### src/rtl/mole_if.sv
// mole_if: run/keys from the game side and the mole screen/draw handshake toward drawImage.
interface mole_if;
  logic       run;
  logic [3:0] keys;
  logic       draw_done;
  logic [2:0] mole_state;
  logic       draw_req;
  logic       hit;
  logic       miss;
  logic [7:0] hit_count;
  modport master (output run, keys, draw_done, input mole_state, draw_req, hit, miss, hit_count);
  modport slave (input run, keys, draw_done, output mole_state, draw_req, hit, miss, hit_count);
endinterface

### src/rtl/mole_scheduler.sv
// mole_scheduler: gap, pseudo-random mole pick, redraw, timed hit window, redraw back.
// Define WHACK_SPEEDUP_EN to shrink the hit window on every hit.
module mole_scheduler #(
  parameter int unsigned UP_CYCLES  = 25_000_000,
  parameter int unsigned GAP_CYCLES = 12_500_000,
  parameter logic [15:0] LFSR_SEED  = 16'hACE1
) (
  input logic   clk,
  input logic   resetn,
  mole_if.slave bus
);
  localparam int unsigned MAX_CYC = UP_CYCLES > GAP_CYCLES ? UP_CYCLES : GAP_CYCLES;
  localparam int CW = $clog2(MAX_CYC + 1);
  localparam logic [2:0] GAME = 3'b001;
  typedef enum logic [2:0] {IDLE, GAP, DRAW_UP, UP, DRAW_DOWN} state_t;
  state_t        state_q, state_d;
  logic [3:0]    sync1_q, sync2_q, kprev_q, key_edge, sel_mask;
  logic [15:0]   lfsr_q, lfsr_d;
  logic [CW-1:0] cnt_q, cnt_d, up_lim;
  logic [1:0]    sel_q, sel_d, pick;
  logic [2:0]    mole_q, mole_d;
  logic          draw_req_q, draw_req_d, hit_q, hit_d, miss_q, miss_d, wrong_key;
  logic [7:0]    hit_count_q, hit_count_d;
  assign key_edge  = sync2_q & ~kprev_q;
  assign sel_mask  = 4'b0001 << sel_q;
  assign wrong_key = |(key_edge & ~sel_mask);
  assign lfsr_d    = {lfsr_q[14:0], lfsr_q[15] ^ lfsr_q[13] ^ lfsr_q[12] ^ lfsr_q[10]};
  // bump to the next mole rather than showing the same one twice in a row
  assign pick      = (lfsr_q[1:0] == sel_q) ? lfsr_q[1:0] + 2'd1 : lfsr_q[1:0];
`ifdef WHACK_SPEEDUP_EN
  localparam logic [CW-1:0] STEP  = CW'(UP_CYCLES >> 4);
  localparam logic [CW-1:0] FLOOR = CW'(UP_CYCLES >> 2);
  logic [CW-1:0] up_lim_q, up_lim_d;
  assign up_lim = up_lim_q;
  always_comb up_lim_d = (state_q == IDLE) ? CW'(UP_CYCLES) :
                         hit_d ? ((up_lim_q < FLOOR + STEP) ? FLOOR : up_lim_q - STEP) : up_lim_q;
  always_ff @(posedge clk or negedge resetn)
    if (!resetn) up_lim_q <= CW'(UP_CYCLES);
    else up_lim_q <= up_lim_d;
`else
  assign up_lim = CW'(UP_CYCLES);
`endif
  always_comb begin
    state_d     = state_q;
    cnt_d       = cnt_q;
    sel_d       = sel_q;
    mole_d      = mole_q;
    draw_req_d  = draw_req_q;
    hit_d       = 1'b0;
    miss_d      = 1'b0;
    hit_count_d = hit_count_q;
    if (!bus.run) begin
      state_d    = IDLE;
      cnt_d      = '0;
      mole_d     = GAME;
      draw_req_d = 1'b0;
    end else begin
      case (state_q)
        IDLE: begin
          state_d     = GAP;
          cnt_d       = '0;
          hit_count_d = '0;
        end
        GAP: begin
          cnt_d = cnt_q + CW'(1);
          if (cnt_q == CW'(GAP_CYCLES - 1)) begin
            sel_d      = pick;
            mole_d     = 3'b010 + {1'b0, pick};
            draw_req_d = 1'b1;
            state_d    = DRAW_UP;
          end
        end
        DRAW_UP: if (bus.draw_done) begin
          draw_req_d = 1'b0;
          cnt_d      = '0;
          state_d    = UP;
        end
        UP: begin
          cnt_d       = cnt_q + CW'(1);
          miss_d      = wrong_key || (key_edge == '0 && cnt_q == up_lim - CW'(1));
          hit_d       = !wrong_key && key_edge != '0;
          hit_count_d = hit_count_q + {7'd0, hit_d && hit_count_q != 8'hFF};
          if (hit_d || miss_d) begin
            mole_d     = GAME;
            draw_req_d = 1'b1;
            state_d    = DRAW_DOWN;
          end
        end
        DRAW_DOWN: if (bus.draw_done) begin
          draw_req_d = 1'b0;
          cnt_d      = '0;
          state_d    = GAP;
        end
        default: state_d = IDLE;
      endcase
    end
  end
  always_ff @(posedge clk or negedge resetn)
    if (!resetn) begin
      state_q     <= IDLE;
      sync1_q     <= '0;
      sync2_q     <= '0;
      kprev_q     <= '0;
      lfsr_q      <= LFSR_SEED;
      cnt_q       <= '0;
      sel_q       <= '0;
      mole_q      <= GAME;
      draw_req_q  <= 1'b0;
      hit_q       <= 1'b0;
      miss_q      <= 1'b0;
      hit_count_q <= '0;
    end else begin
      state_q     <= state_d;
      sync1_q     <= bus.keys;
      sync2_q     <= sync1_q;
      kprev_q     <= sync2_q;
      lfsr_q      <= lfsr_d;
      cnt_q       <= cnt_d;
      sel_q       <= sel_d;
      mole_q      <= mole_d;
      draw_req_q  <= draw_req_d;
      hit_q       <= hit_d;
      miss_q      <= miss_d;
      hit_count_q <= hit_count_d;
    end
  assign bus.mole_state = mole_q;
  assign bus.draw_req   = draw_req_q;
  assign bus.hit        = hit_q;
  assign bus.miss       = miss_q;
  assign bus.hit_count  = hit_count_q;
endmodule

### src/flat_wrapper.sv
// flat-port wrapper written by rule: the top's interface ports become plain ports
module mole_scheduler_flat 
#(
  parameter int unsigned UP_CYCLES  = 25_000_000,
  parameter int unsigned GAP_CYCLES = 12_500_000,
  parameter logic [15:0] LFSR_SEED  = 16'hACE1
)
  (clk, resetn, bus_run, bus_keys, bus_draw_done, bus_mole_state, bus_draw_req, bus_hit, bus_miss, bus_hit_count);
  mole_if bus_i ();
  input logic clk;
  input logic resetn;
  input wire logic [$bits(bus_i.run)-1:0] bus_run;
  input wire logic [$bits(bus_i.keys)-1:0] bus_keys;
  input wire logic [$bits(bus_i.draw_done)-1:0] bus_draw_done;
  output wire logic [$bits(bus_i.mole_state)-1:0] bus_mole_state;
  output wire logic [$bits(bus_i.draw_req)-1:0] bus_draw_req;
  output wire logic [$bits(bus_i.hit)-1:0] bus_hit;
  output wire logic [$bits(bus_i.miss)-1:0] bus_miss;
  output wire logic [$bits(bus_i.hit_count)-1:0] bus_hit_count;
  assign bus_i.run = bus_run;
  assign bus_i.keys = bus_keys;
  assign bus_i.draw_done = bus_draw_done;
  assign bus_mole_state = bus_i.mole_state;
  assign bus_draw_req = bus_i.draw_req;
  assign bus_hit = bus_i.hit;
  assign bus_miss = bus_i.miss;
  assign bus_hit_count = bus_i.hit_count;
  mole_scheduler #(.UP_CYCLES(UP_CYCLES), .GAP_CYCLES(GAP_CYCLES), .LFSR_SEED(LFSR_SEED)) u_core (.clk(clk), .resetn(resetn), .bus(bus_i));
endmodule
### config.mk
export PLATFORM = sky130hd
export DESIGN_NAME = mole_scheduler_flat
export DESIGN_NICKNAME = d
export VERILOG_FILES = /design/src/rtl/mole_if.sv /design/src/rtl/mole_scheduler.sv /design/src/flat_wrapper.sv
export SDC_FILE = /design/constraint.sdc
export NUM_CORES = 1
export LEC_CHECK = 0
export BUFFER_PORTS_ARGS = -buffer_cell sky130_fd_sc_hd__buf_2
export CORE_MARGIN = 2
export CORE_UTILIZATION = 55
export CTS_BUF_LIST = sky130_fd_sc_hd__clkbuf_8
export CTS_CLUSTER_SIZE = 16
export DETAILED_ROUTE_END_ITERATION = 8
export GPL_TIMING_DRIVEN = 0
export HOLD_SLACK_MARGIN = 0.06
export PLACE_DENSITY = 0.74
export SYNTH_ARGS = -nofsm -noshare
export SYNTH_HDL_FRONTEND = slang
export SYNTH_SLANG_ARGS = --single-unit
### constraint.sdc
create_clock -name clk -period 3.56 [get_ports clk]
set_input_delay 0.178 -clock clk [delete_from_list [all_inputs] [get_ports clk]]
set_output_delay 0.178 -clock clk [all_outputs]
set_load 0.02 [all_outputs]
==> Word level (Yosys, flattened, before mapping) <==
Index checks and enable logic that the tools add are counted.
{ "op_classes": {"addsub": 4, "eq_ne": 16, "shift": 1, "n_mux": 24, "n_bitwise": 7, "reduce_logical": 19} }
{ "op_table": {"columns": ["cell", "count"], "rows": [
  ["case mux 25 bit (3 select lines)", 1],
  ["two-way mux 25 bit", 2],
  ["adder 25 x 1 -> 25 bit (second input constant)", 1],
  ["equality test 25 x 24 -> 1 bit (second input constant)", 1],
  ["equality test 25 bit (second input constant)", 1],
  ["two-way mux 3 bit", 8],
  ["case mux 8 bit (2 select lines)", 1],
  ["case mux 3 bit (5 select lines)", 1],
  ["inequality test 3 x 2 -> 1 bit (second input constant)", 3],
  ["adder 8 x 1 -> 8 bit", 1],
  ["bitwise AND 4 bit", 2],
  ["two-way mux 1 bit", 8],
  ["inequality test 8 bit (second input constant)", 1],
  ["inverter 4 bit", 2],
  ["AND reduction 4 bit", 2],
  ["equality test 3 x 2 -> 1 bit (second input constant)", 2],
  ["inequality test 3 bit (second input constant)", 2],
  ["case mux 3 bit (2 select lines)", 1],
  ["AND reduction 3 bit", 2],
  ["logical NOT 4 bit", 1],
  ["inequality test 4 x 2 -> 1 bit (second input constant)", 1],
  ["inequality test 4 x 3 -> 1 bit (second input constant)", 1],
  ["AND reduction 2 bit", 2],
  ["nonzero test 4 bit", 1],
  ["17 further kinds", 23]
]} }
{ "word_totals": {"reg_bits": 72, "in_bits": 8, "output_inout_bits": 14} }

==> Depth between registers and ports, before layout <==
Gate-level depths: netlist (run 1).
{ "logic_depth": {"ltp_word": 10, "mapped_depth": 9} }

==> Worst setup path after synthesis (run 1) <==
OpenSTA, ideal clock, no wires.
{ "synth_path": {"kind": "register -> register", "startpoint": "reg u_core.sync2_q[1]", "endpoint": "reg u_core.hit_count_q[7] (netlist: u_core.bus.hit_count[7])", "setup_ns": 0.140, "arrival_ns": 1.974, "required_ns": 3.420, "setup_slack_ns": 1.446, "stages_incl_launch_ff": 10, "n_path_buf": 0, "synth_period_minus_slack_ns": 2.114, "path_cell_list": "dfrtp_1 nand2b_1 nor2_1 a311o_1 a22o_1 a311oi_1 ha_1 nand2_1 o311ai_0 o41ai_1"} }
{ "synth_between": {"elab_chain_cells": 8, "elab_cells_between_ends": 9, "classes_between": "1 x add/sub; 1 x mux; 2 x bitwise; 5 x reduce/logical"} }
{ "synth_rtl": {"columns": ["element", "line", "text"], "rows": [
  ["from (decl)", "mole_scheduler.sv:17", "logic [3:0] sync1_q, sync2_q, kprev_q, key_edge, sel_mask;"],
  ["from (signal assigned)", "mole_scheduler.sv:115", "sync2_q <= sync1_q;"],
  ["bitwise AND 4 bit (*)", "mole_scheduler.sv:24", "assign key_edge = sync2_q & ~kprev_q;"],
  ["bitwise AND 4 bit", "mole_scheduler.sv:26", "assign wrong_key = |(key_edge & ~sel_mask);"],
  ["OR reduction 4 bit", "mole_scheduler.sv:26", null],
  ["logical NOT 1 bit", "mole_scheduler.sv:81", "hit_d = !wrong_key && key_edge != '0;"],
  ["logical AND 1 bit (*)", "mole_scheduler.sv:81", null],
  ["logical AND 1 bit (*)", "mole_scheduler.sv:82", "hit_count_d = hit_count_q + {7'd0, hit_d && hit_count_q != 8'hFF};"],
  ["adder 8 x 1 -> 8 bit (*)", "mole_scheduler.sv:82", null],
  ["case mux 8 bit (2 select lines) (*)", "mole_scheduler.sv:58", "case (state_q)"],
  ["to (signal assigned)", "mole_scheduler.sv:124", "hit_count_q <= hit_count_d;"],
  ["to (decl)", "mole_scheduler.sv:23", "logic [7:0] hit_count_q, hit_count_d;"]
]} }
Every way passes the cells marked *; elsewhere a longest branch is shown, timed or not.
A chain may end at the register's enable or synchronous reset.

==> Worst setup path after layout (run 1) <==
{ "layout_path": {"startpoint": "reg u_core.sel_q[0]", "endpoint": "reg u_core.hit_count_q[7] (netlist: u_core.bus.hit_count[7])"} }
{ "layout_between": {"elab_chain_cells": 9} }
{ "layout_rtl": {"columns": ["element", "line", "text"], "rows": [
  ["from (decl)", "mole_scheduler.sv:20", "logic [1:0] sel_q, sel_d, pick;"],
  ["from (signal assigned)", "mole_scheduler.sv:119", "sel_q <= sel_d;"],
  ["left shift 1 x 2 -> 4 bit", "mole_scheduler.sv:25", "assign sel_mask = 4'b0001 << sel_q;"],
  ["inverter 4 bit", "mole_scheduler.sv:26", null],
  ["bitwise AND 4 bit", "mole_scheduler.sv:26", null],
  ["OR reduction 4 bit", "mole_scheduler.sv:26", null],
  ["logical NOT 1 bit", "mole_scheduler.sv:81", null],
  ["logical AND 1 bit", "mole_scheduler.sv:81", null],
  ["logical AND 1 bit", "mole_scheduler.sv:82", null],
  ["adder 8 x 1 -> 8 bit", "mole_scheduler.sv:82", null],
  ["case mux 8 bit (2 select lines)", "mole_scheduler.sv:58", null]
]} }
Every way passes these cells.

==> results of run 1 <==
stage by stage:
step	hold WS [ns]	cell area (um2)	total power, mW
final	0.224	3750	1.69
after global routing	0.228	3750	1.76
after CTS	0.202	3750	1.71
after detailed placement	0.288	3450	0.924
after global placement	0.287	3450	0.921
after floorplan	-0.118	3260	0.890
power by group through the flow:
stage | combinational (mW) | clock [mW] | sequential (mW)
2_1_floorplan | 0.0406 | 0 | 0.849
3_3_place_gp | 0.0700 | 0 | 0.851
3_5_place_dp | 0.0729 | 0 | 0.851
4_1_cts | 0.0770 | 0.794 | 0.835
5_1_grt | 0.0863 | 0.840 | 0.837
6_report | 0.0758 | 0.782 | 0.836
path summary, 6_finish.rpt:
| path | from | endpoint | slack (ns) | cells past startpoint |
|---|---|---|---|---|
| setup / recovery | u_core.sel_q[0] | u_core.bus.hit_count[7] | 1.12 | 8 |
| hold / removal | bus_run | u_core.bus.draw_req | 0.22 | 2 |
| setup reg to reg | u_core.sel_q[0] | u_core.bus.hit_count[7] | 1.12 | 8 |
| hold reg to reg | u_core.sync1_q[2] | u_core.sync2_q[2] | 0.35 | 0 |
| max in group asynchronous | resetn | u_core.cnt_q[4] | 2.50 | 2 |
| min in group asynchronous | resetn | u_core.bus.mole_state[2] | 0.49 | 2 |
layout make-up:
type | instances | area [um2] | area share [%]
inverter | 8 | 30.0 | 0.801
clock buffer | 9 | 124 | 3.31
buffer | 12 | 51.3 | 1.37
multi-input combinational | 215 | 1360 | 36.4
tap | 75 | 93.8 | 2.50
clock inverter | 7 | 120 | 3.21
sequential | 72 | 1810 | 48.4
timing repair buffer | 25 | 153 | 4.07
sequential cells by signal, summed over array words and instances (netlist names), 2 cells and up:
name / count
u_core.sel_q: 2
u_core.sync2_q: 4
u_core.state_q: 3
u_core.bus.hit_count: 8
u_core.bus.mole_state: 3
u_core.kprev_q: 4
u_core.sync1_q: 4
u_core.cnt_q: 25
u_core.lfsr_q: 16
Yosys cell counts (2+ instances only):
cell type and n:
a21oi_1 11, a22o_1 3, a31oi_1 3, and2_1 2, and3_1 6, and4_1 5, buf_2 5, clkbuf_1 7
dfrtp_1 63, dfstp_2 9, ha_1 3, inv_1 8, mux2_4 2, nand2_1 22, nand2b_1 6, nand3_1 13
nand4_1 17, nand4b_1 2, nor2_1 27, nor3_1 8, nor4_1 2, o211ai_1 3, o21ai_0 21, o22ai_1 3
o31ai_1 4, or3_1 3, or4_1 2, xnor2_1 7, xor2_1 14
repair_timing:
action | in CTS | in global routing
hold buffers | 5 | 0
hold endpoints to repair | 67 | 0
setup buffers | 0 | 0
setup endpoints to repair | 0 | 0
routing by layer:
metal	wire length, um	share of wire, %	vias up
li1	-	-	1193
met2	3090	46	62
met5	0	0	-
met4	72	1.1	0
met3	322	4.8	7
met1	3170	48	1254
cells by family (layout without fill, tap and decap cells):
family / Yosys count / in the layout
AOI/OAI and AO/OA: 62 / 62
xor gates and xnor gates: 21 / 21
adders and majority gates: 3 / 3
buffers and inverters: 20 / 61
DFF: 72 / 72
muxes: 2 / 2
and+or+nand+nor: 127 / 127
cells in the final DEF, fill, tap and decap left out, types with 2 or more instances in the layout:
cell           instances
and2_1                 2
o21ai_0               21
nand3_1               13
o22ai_1                3
o31ai_1                4
dfstp_2                9
a21oi_1               11
nand4b_1               2
nand4_1               17
inv_1                  9
nand2b_1               6
and3_1                 6
nor2_1                27
dfrtp_1               63
or3_1                  3
clkbuf_8               9
or4_1                  2
nand2_1               22
nor3_1                 8
clkbuf_1               7
a31oi_1                3
and4_1                 5
a22o_1                 3
o211ai_1               3
xnor2_1                7
buf_2                 24
dlygate4sd3_1          5
mux2_4                 2
ha_1                   3
xor2_1                14
clkinv_4               2
bufinv_16              3
nor4_1                 2
==> results by group, run 1 <==
Clocking
  – Post-CTS Resized: 0
  – Clock sink total: 72
  – Worst-Skew Late Latency: around 0.34 ns
  – Clk slew on worst S/H paths: ~0.080 ns
  – Htree depth: 3
  – CTS tree: yes
  – TritonCTS Buffers: 9
  – CTS max path bufs: 2
  – Root buf cell: clkbuf_8

Timing
  – Fin worst setup slack: between 1 and 1.5 ns
  – Relative slew slack: a little over a third
  – Max Freq: about 0.41 GHz
  – Final Setup Violations: 0
  – Worst slew pin tran: around 0.95 ns
  – Fin crit share: around two thirds
  – Max-slew violation count: 0
  – Final hold violation count: 0
  – Min cycle time layout: around 2.4 ns
  – Final Skew: 0.0128 ns
  – RSZ-0062 raised after global routing: no
  – Setup TNS: 0 ns

Final layout
  – ANT cells: 0
  – Finished Layout Cells: about 420
  – Final core occ: around 64%
  – Fin nets: about 350
  – FILL cells: 470
  – Share of cells above drive strength 1: between 15 and 20%
  – Area growth syn-to-layout: 15.1%

Global routing
  – Largest net degree at the start of global routing: 73
  – GRT Max-Usage Layer: met2
  – Initial antenna violation count: 0
  – First-pass GRT wire length: around 11 mm
  – GRT overflow: 0
  – Met2 Use GR: between 30% and 40%
  – GR Util met1: between 30% and 40%
  – GR Layer Usage met3: slightly below 6%
  – Vias in the first global route: roughly 2500
  – All-Layer GR Usage: a little under a quarter

Place
  – Routability Congestion: slightly below 0.8
  – DPL Wire Length: between 4 and 5 mm
  – Placed cell count: around 400
  – Port bufs: 20
  – Post-place setup slack: between 1 and 1.5 ns

Drt
  – Detailed Routing Iterations Pass 1: 4
  – Final WL: about 6.6 mm
  – Vias per inst: approximately 5.9
  – Drt first-iter violations: 203
  – Via count: between 2000 and 3000
  – Drc violations: 0
  – Routed Antenna Nets: 0
  – Drt wl/cell: roughly 16 um

Synthesis
  – Syn_area_per_cell: 10.6 um2
  – Complex-gate fraction of the synthesized area: between 10% and 20%
  – Yosys warns: 0
  – Simple-Gate Fraction of Synth Area: 21.7%
  – Top FF cell, synth: dfrtp_1
  – Multiplexer share of the synthesized area: less than 1%
  – Synth Area in Adders: 1.15%
  – Synth cell types: 55
  – Synth Register Bits: between 70 and 80
  – Post-Synth XOR/XNOR Area: ~5.6%
  – Async S/R FF share, synth: 100%
  – Number of flops mapped to enable cells by yosys: 0
  – Mapped Cells: 307
  – Area share of the largest cell type after synthesis: about 48%
  – Register area share after synthesis: 55.7%
  – Mapped Nets: around 320
  – Largest area contributor in the netlist: dfrtp_1
  – Synth Cell Area: approximately 3300 um2
  – Top cells by area, synth: dfrtp_1 48%, dfstp_2 7.3%, xor2_1 3.8%
  – Largest family of logic cells by synthesized area: simple AND/OR/NAND/NOR gates

Die
  – Die area: ~6600 um2
  – Core footprint: 5820 um2
  – Die Y-Extent: a little over 80 um
  – Die X: 81.0 um
  – Initial Util: 56.0%
  – Rows: 28
  – I/O Pins: 22

Power and ir drop
  – Combinational fraction of design power: under 10%
  – Int Pwr: ~1.3 mW
  – Seq pwr share: roughly half
  – Clock power frac: between 40% and 50%
  – P_sw: about 0.37 mW
  – Leak: roughly 1.7 nW
  – Switching Fraction: 22.1%
  – VDD IR max: roughly 0.32 mV
  – Power per cell area: approximately 450 nW/um2

Setup path
  – WS Path Type: flop to flop
  – CP endpoint kind: flop
  – Slowest Stage Delay on Critical Path: roughly 0.47 ns
  – Critical path arrival: approximately 2.7 ns
  – WP data required: 3.77 ns
  – CP Buf/Inv Count: 0
  – CP max-delay cell: dfrtp_1
  – CP Cell Sequence: nor2_1, a311o_1, a22o_1, a311oi_1, ha_1, nand2_1, o311ai_0, o41ai_1
  – CP startpoint kind: flop
  – Worst path top cell family by delay: compound AO/OA/AOI/OAI gates
  – Worst-path fanout max: 7

Hold path
  – Hold WC Path Type: input port to flop

Run status
  – Status: completed

Flow run
  – Number of max-cap violations: 0
Note: power is estimated with default switching activity, not from simulation.
==> run 2: changes to the inputs <==
PLACE_DENSITY = 0.76   (was 0.74)
clock period = 2.1 ns   (was 3.56 ns; I/O delays follow)
==> run 2 against run 1 <==
The run now ends with setup timing left. Global-route usage grew 0.30 points. Die area did not move. Count of clock-buffer cells in the layout did not move. Clock skew fell by 0.0049 ns. Worst hold slack worse by 0.086 ns. Core utilization grew 3.0 points. Routed wire length grew 9.6%. Flip-flop and latch count stayed put. Non-clock buffer count is 13 higher. Final area up 4.7%. Setup slack lost 1.2 ns. Final cell count is 3.1% higher. Largest cell class unchanged.
==> results by group, run 2 (synthesis gave the netlist of run 1 again) <==
Die
  – I/O Pins: 22 (unchanged)
  – Core footprint: 5820 um2 (unchanged)
  – Die area: 6550 um2 (unchanged)
  – Initial Util: 56.0% (unchanged)
  – Die Y-Extent: 81.0 um (unchanged)
  – Rows: 28 (unchanged)
  – Die X: 81.0 um (unchanged)

Final layout
  – ANT cells: 0 (unchanged)
  – Area growth syn-to-layout: 20.4% (was 15.1%)
  – Fin nets: 367 (was 354)
  – Most flops, register: u_core.cnt_q (unchanged)
  – Leading cell types in the layout, fill and taps excluded: 62 x dfrtp_1, 26 x nor2_1, 24 x buf_2, 19 x nand2_1, 17 x nand4_1 (was 63 x dfrtp_1, 27 x nor2_1, 24 x buf_2, 22 x nand2_1, 21 x o21ai_0)
  – Most common cell after layout, fill and taps aside: dfrtp_1 (unchanged)
  – Share of cells above drive strength 1: 25.2% (was 17.2%)
  – Final core occ: 67.4% (was 64.4%)
  – Max reg flops: 25 (unchanged)
  – FILL cells: 442 (was 470)
  – Finished Layout Cells: 436 (was 423)

Drt
  – Final WL: 7.29 mm (was 6.65 mm)
  – Detailed Routing Iterations Pass 1: 4 (unchanged)
  – Routed Antenna Nets: 0 (unchanged)
  – Drc violations: 0 (unchanged)
  – Drt first-iter violations: 160 (was 203)
  – Vias per inst: 5.90 (was 5.95)
  – Via count: 2574 (was 2516)
  – Drt wl/cell: 16.7 um (was 15.7 um)

Global routing
  – First-pass GRT wire length: 11.6 mm (was 11.5 mm)
  – Largest net degree at the start of global routing: 73 (unchanged)
  – All-Layer GR Usage: 23.0% (was 22.7%)
  – Initial antenna violation count: 0 (unchanged)
  – GRT overflow: 0 (unchanged)
  – Vias in the first global route: 2519 (was 2464)

Place
  – Placed cell count: 402 (unchanged)
  – Port bufs: 20 (unchanged)
  – Routability Congestion: 0.846 (was 0.794)
  – DPL Wire Length: 4.45 mm (was 4.48 mm)

Power and ir drop
  – P_sw: 0.641 mW (was 0.375 mW)
  – Leak: 1.77 nW (was 1.68 nW)
  – Switching Fraction: 24.2% (was 22.1%)
  – Seq pwr share: 53.6% (was 49.3%)
  – Clock power frac: 40.6% (was 46.2%)
  – Combinational fraction of design power: 5.8% (was 4.5%)
  – Power per cell area: 675 nW/um2 (was 452 nW/um2)
  – Int Pwr: 2.01 mW (was 1.32 mW)
  – VDD IR max: 0.381 mV (was 0.320 mV)

Timing
  – Min cycle time layout: 2.19 ns (was 2.44 ns)
  – Final hold violation count: 0 (unchanged)
  – RSZ-0062 raised after global routing: yes (was no)
  – Max Freq: 0.457 GHz (was 0.410 GHz)
  – Final Skew: 0.00794 ns (was 0.0128 ns)
  – Fin worst setup slack: -0.0899 ns (was 1.12 ns)
  – Max-slew violation count: 0 (unchanged)
  – Relative slew slack: 41.3% (was 36.5%)
  – Worst slew pin tran: 0.880 ns (was 0.946 ns)
  – Final Setup Violations: 9 (was 0)
  – Fin crit share: 104% (was 68.6%)

Clocking
  – Htree depth: 3 (unchanged)
  – CTS tree: yes (unchanged)
  – Root buf cell: clkbuf_8 (unchanged)
  – Clock sink total: 72 (unchanged)
  – Clk slew on worst S/H paths: 0.08 ns (about the same)
  – Worst-Skew Late Latency: 0.34 ns (about the same)
  – CTS max path bufs: 2 (unchanged)
  – TritonCTS Buffers: 9 (unchanged)

Setup path
  – CP endpoint kind: flop (unchanged)
  – R2R cell count: 11 (was 8)
  – Critical path arrival: 2.41 ns (was 2.65 ns)
  – Slowest Stage Delay on Critical Path: 0.38 ns (was 0.47 ns)
  – CP startpoint kind: flop (unchanged)
  – CP max-delay cell: dfrtp_1 (unchanged)
  – WP data required: 2.32 ns (was 3.77 ns)
  – Worst-path fanout max: 3 (was 7)
  – R2r setup slk: -0.09 ns (was 1.12 ns)
  – WS Path Type: flop to flop (unchanged)
  – Reg2Reg Capture Point: u_core.bus.hit_count[5] (was u_core.bus.hit_count[7])
  – R2R Path Start: u_core.sync2_q[1] (was u_core.sel_q[0])
  – CP Cell Sequence: nand2b_1, buf_4, buf_4, nand2_2, a22o_1, a311oi_2, ha_2, buf_6, a31oi_2, o21ai_1, o21ai_1 (was nor2_1, a311o_1, a22o_1, a311oi_1, ha_1, nand2_1, o311ai_0, o41ai_1)

Hold path
  – Hold WC Path Type: input port to flop (unchanged)
  – End of the worst hold path: u_core.bus.draw_req (unchanged)
  – Worst hold path depth: 2 (unchanged)
  – HP Start: bus_run (unchanged)

Flow run
  – Number of max-cap violations: 0 (unchanged)

Run status
  – Status: finished with violations (was completed)
  – Failing checks: setup timing
-- run 2: cell type report --
| cell class | instances | area (um2) | share of cell area [%] |
|---|---|---|---|
| inverter | 8 | 30.0 | 0.766 |
| tap | 75 | 93.8 | 2.39 |
| timing repair buffer | 38 | 254 | 6.48 |
| buffer | 12 | 52.6 | 1.34 |
| multi-input combinational | 215 | 1480 | 37.8 |
| clock inverter | 7 | 72.6 | 1.85 |
| sequential | 72 | 1810 | 46.3 |
| clock buffer | 9 | 124 | 3.16 |
-- run 2: routing by layer --
layer	routed length (um)	track usage [%]	up-vias
met5	0	0	-
met4	75	7.46	0
met3	283	5.56	7
met2	3610	37.1	67
met1	3320	30.7	1282
li1	-	-	1218
-- run 2: worst max-delay path by stage --
stage,startpoint,to,cells after the start
after floorplan,u_core.sync2_q[1],u_core.bus.hit_count[7],9
after global placement,u_core.sync2_q[1],u_core.bus.hit_count[4],9
after detailed placement,u_core.sync2_q[1],u_core.bus.hit_count[7],9
after CTS,u_core.sync2_q[1],u_core.bus.hit_count[7],9
after global routing,u_core.sync2_q[1],u_core.bus.hit_count[5],11
final,u_core.sync2_q[1],u_core.bus.hit_count[5],11
-- run 2: timing repair --
item                                   4_1_cts  5_1_grt
hold buffers                                 5        0
setup buffers                                9        4
pin swaps                                    9        8
resized for setup                           14       17
setup endpoints to repair                   24       23
endpoints found under the hold margin       67        0
-- run 2: power by group through the flow --
stage,clock [mW],combinational (mW),sequential (mW)
after floorplan,0,0.0703,1.44
after global placement,0,0.122,1.44
after detailed placement,0,0.125,1.44
after CTS,1.10,0.143,1.42
after global routing,1.17,0.173,1.42
final,1.08,0.154,1.42
-- run 2: worst max-delay path: cells and delay by family (launching register included) --
kind | cells | cell delay (ns)
compound gates | 5 | 0.86
flops | 1 | 0.38
buf+inv | 3 | 0.35
fa+ha+maj | 1 | 0.30
simple gates | 2 | 0.17
-- run 2: per-stage QoR --
stage / TNS [ns] / total power [mW] / hold slack (ns) / instance area [um2] / worst slack (ns)
6_report: -0.425 / 2.65 / 0.139 / 3920 / -0.0899
5_1_grt: -1.97 / 2.76 / 0.165 / 3920 / -0.235
4_1_cts: -0.632 / 2.66 / 0.119 / 3820 / -0.124
3_5_place_dp: -1.82 / 1.57 / 0.214 / 3460 / -0.253
3_3_place_gp: -1.03 / 1.56 / 0.218 / 3460 / -0.170
2_1_floorplan: 0 / 1.51 / -0.191 / 3270 / 0.0279
==> run 3: changes to the inputs <==
BUFFER_PORTS_ARGS = -buffer_cell sky130_fd_sc_hd__buf_4   (was -buffer_cell sky130_fd_sc_hd__buf_2)
CORE_MARGIN = 5   (was 2)
==> run 3 against run 2 <==
The run still ends with setup timing left. Critical path type unchanged. Routed wire length increased by 0.58%. Setup slack improved by 0.015 ns. First-iteration DRC count decreased by 27%. Final cell count increased by 0.46%. Final area increased by 1.5%. Core utilization increased by 0.60 points. Largest cell class unchanged. Non-clock buffer count increased by 2. Clock power decreased by 4%. Power decreased by 0.96%. Clock skew about the same. Count of clock-buffer cells in the layout increased by 3. Worst hold slack improved by 0.0082 ns.
==> results by group, run 3 (synthesis gave the netlist of run 1 again) <==
Run status
  – Status: finished with violations (unchanged)
  – Failing checks: setup timing (unchanged)

Final layout
  – Most flops, register: u_core.cnt_q (unchanged)
  – Final core occ: 68.0% (was 67.4%)
  – Max reg flops: 25 (unchanged)
  – Most common cell after layout, fill and taps aside: dfrtp_1 (unchanged)
  – Fin nets: 369 (was 367)
  – Leading cell types in the layout, fill and taps excluded: 62 x dfrtp_1, 34 x buf_4, 26 x nor2_1, 20 x nand2_1, 17 x nand4_1 (was 62 x dfrtp_1, 26 x nor2_1, 24 x buf_2, 19 x nand2_1, 17 x nand4_1)
  – Finished Layout Cells: 438 (was 436)
  – Area growth syn-to-layout: 22.2% (was 20.4%)
  – ANT cells: 0 (unchanged)
  – Share of cells above drive strength 1: 25.3% (was 25.2%)
  – Fin area: 3980 um2 (was 3920 um2)

Timing
  – Fin crit share: 104% (about the same)
  – Worst slew pin tran: 0.872 ns (was 0.880 ns)
  – Relative slew slack: 41.9% (was 41.3%)
  – RSZ-0062 raised after global routing: yes (unchanged)
  – Max Freq: 0.460 GHz (was 0.457 GHz)
  – Min cycle time layout: 2.17 ns (was 2.19 ns)
  – Max-slew violation count: 0 (unchanged)
  – Final Setup Violations: 4 (was 9)
  – Final Skew: 0.00839 ns (was 0.00794 ns)
  – Fin worst setup slack: -0.0745 ns (was -0.0899 ns)
  – Final hold violation count: 0 (unchanged)

Global routing
  – Largest net degree at the start of global routing: 73 (unchanged)
  – GRT overflow: 0 (unchanged)
  – Initial antenna violation count: 0 (unchanged)
  – First-pass GRT wire length: 12.3 mm (was 11.6 mm)
  – All-Layer GR Usage: 21.0% (was 23.0%)
  – Vias in the first global route: 2525 (was 2519)

Die
  – Die Y-Extent: 87.0 um (was 81.0 um)
  – Core footprint: 5850 um2 (was 5820 um2)
  – Rows: 28 (unchanged)
  – Die area: 7560 um2 (was 6550 um2)
  – I/O Pins: 22 (unchanged)
  – Die X: 87.0 um (was 81.0 um)
  – Initial Util: 55.7% (was 56.0%)

Clocking
  – CTS tree: yes (unchanged)
  – Clk slew on worst S/H paths: 0.08 ns (about the same)
  – TritonCTS Buffers: 9 (unchanged)
  – Root buf cell: clkbuf_8 (unchanged)
  – CTS max path bufs: 2 (unchanged)
  – Clock sink total: 72 (unchanged)
  – Htree depth: 3 (unchanged)
  – Worst-Skew Late Latency: 0.35 ns (was 0.34 ns)

Place
  – Routability Congestion: 0.906 (was 0.846)
  – DP Area: 3510 um2 (was 3460 um2)
  – DPL Wire Length: 4.57 mm (was 4.45 mm)
  – Placed cell count: 402 (unchanged)
  – Port bufs: 20 (unchanged)

Drt
  – Detailed Routing Iterations Pass 1: 4 (unchanged)
  – Vias per inst: 5.87 (was 5.90)
  – Final WL: 7.33 mm (was 7.29 mm)
  – Drt wl/cell: 16.7 um (about the same)
  – Routed Antenna Nets: 0 (unchanged)
  – Drc violations: 0 (unchanged)
  – Drt first-iter violations: 117 (was 160)
  – Via count: 2569 (was 2574)

Setup path
  – CP endpoint kind: flop (unchanged)
  – WS Path Type: flop to flop (unchanged)
  – Critical path arrival: 2.40 ns (was 2.41 ns)
  – Slowest Stage Delay on Critical Path: 0.38 ns (about the same)
  – Worst-path fanout max: 3 (unchanged)
  – WP data required: 2.33 ns (was 2.32 ns)
  – CP max-delay cell: dfrtp_1 (unchanged)
  – Worst path top cell family by delay: compound AO/OA/AOI/OAI gates (unchanged)
  – CP Buf/Inv Count: 0 (was 3)
  – CP startpoint kind: flop (unchanged)
  – CP Cell Sequence: nand2b_1, nor2_1, a311o_1, a22o_1, a311oi_4, ha_2, nand2_2, o311ai_2, o41ai_1 (was nand2b_1, buf_4, buf_4, nand2_2, a22o_1, a311oi_2, ha_2, buf_6, a31oi_2, o21ai_1, o21ai_1)

Power and ir drop
  – Leak: 1.76 nW (was 1.77 nW)
  – Clock power frac: 39.7% (was 40.6%)
  – Int Pwr: 1.99 mW (was 2.01 mW)
  – Combinational fraction of design power: 6.2% (was 5.8%)
  – Tot Pwr: 2.62 mW (was 2.65 mW)
  – VDD IR max: 0.428 mV (was 0.381 mV)
  – Power per cell area: 659 nW/um2 (was 675 nW/um2)
  – Switching Fraction: 24.1% (was 24.2%)
  – P_sw: 0.633 mW (was 0.641 mW)
  – Seq pwr share: 54.1% (was 53.6%)

Flow run
  – Number of max-cap violations: 0 (unchanged)

Hold path
  – Hold WC Path Type: input port to flop (unchanged)
## run 3: final timing paths
kind | slack, ns | end | from | depth (start not counted)
max | -0.07 | u_core.bus.hit_count[7] | u_core.sync2_q[1] | 9
min | 0.15 | u_core.bus.draw_req | bus_run | 2
max reg2reg | -0.07 | u_core.bus.hit_count[7] | u_core.sync2_q[1] | 9
min reg2reg | 0.35 | u_core.sync2_q[3] | u_core.sync1_q[3] | 0
max in group asynchronous | 1.09 | u_core.sel_q[0] | resetn | 2
min in group asynchronous | 0.42 | u_core.kprev_q[0] | resetn | 2
## run 3: area by class of cell
type | instances | area [um2]
Fill cell | 444 | 1870
Sequential cell | 72 | 1810
Multi-Input combinational cell | 215 | 1480
Timing Repair Buffer | 40 | 317
Clock buffer | 12 | 165
Tap cell | 75 | 93.8
Buffer | 12 | 55.1
Inverter | 8 | 30.0
Clock inverter | 4 | 28.8
## run 3: power by group through the flow
| stage | combinational, mW | clock, mW | sequential [mW] |
|---|---|---|---|
| after detailed placement | 0.127 | 0 | 1.44 |
| after CTS | 0.154 | 1.06 | 1.42 |
| final | 0.163 | 1.04 | 1.42 |
| after global placement | 0.124 | 0 | 1.44 |
| after global routing | 0.181 | 1.12 | 1.42 |
| after floorplan | 0.0703 | 0 | 1.44 |
## run 3: worst register-to-register path, stage by stage (launching register included)
cell      delay (ns)
dfrtp_1         0.38
nand2b_1        0.11
nor2_1          0.06
a311o_1         0.27
a22o_1          0.26
a311oi_4        0.26
ha_2            0.25
nand2_2         0.07
o311ai_2        0.29
o41ai_1         0.11
## run 3: routing by layer
layer	global-route usage, %	share of wire [%]
met4	8.64	1.3
met2	33.3	49
met3	5.39	5.9
met5	0	0
met1	27.5	44
## run 3: per-stage QoR
stage	hold slack (ns)	worst slack [ns]	setup TNS, ns
after floorplan	-0.191	0.0279	0
after global placement	0.215	-0.163	-1.16
after detailed placement	0.216	-0.221	-1.85
after CTS	0.126	-0.143	-0.602
after global routing	0.158	-0.197	-0.964
final	0.147	-0.0745	-0.162
## run 3: timing repair
action / in CTS / in global routing
setup endpoints to repair: 24 / 25
setup buffers: 10 / 6
pin swaps: 10 / 7
gates resized for setup: 23 / 7
hold endpoints to repair: 67 / 0
hold buffers: 5 / 0
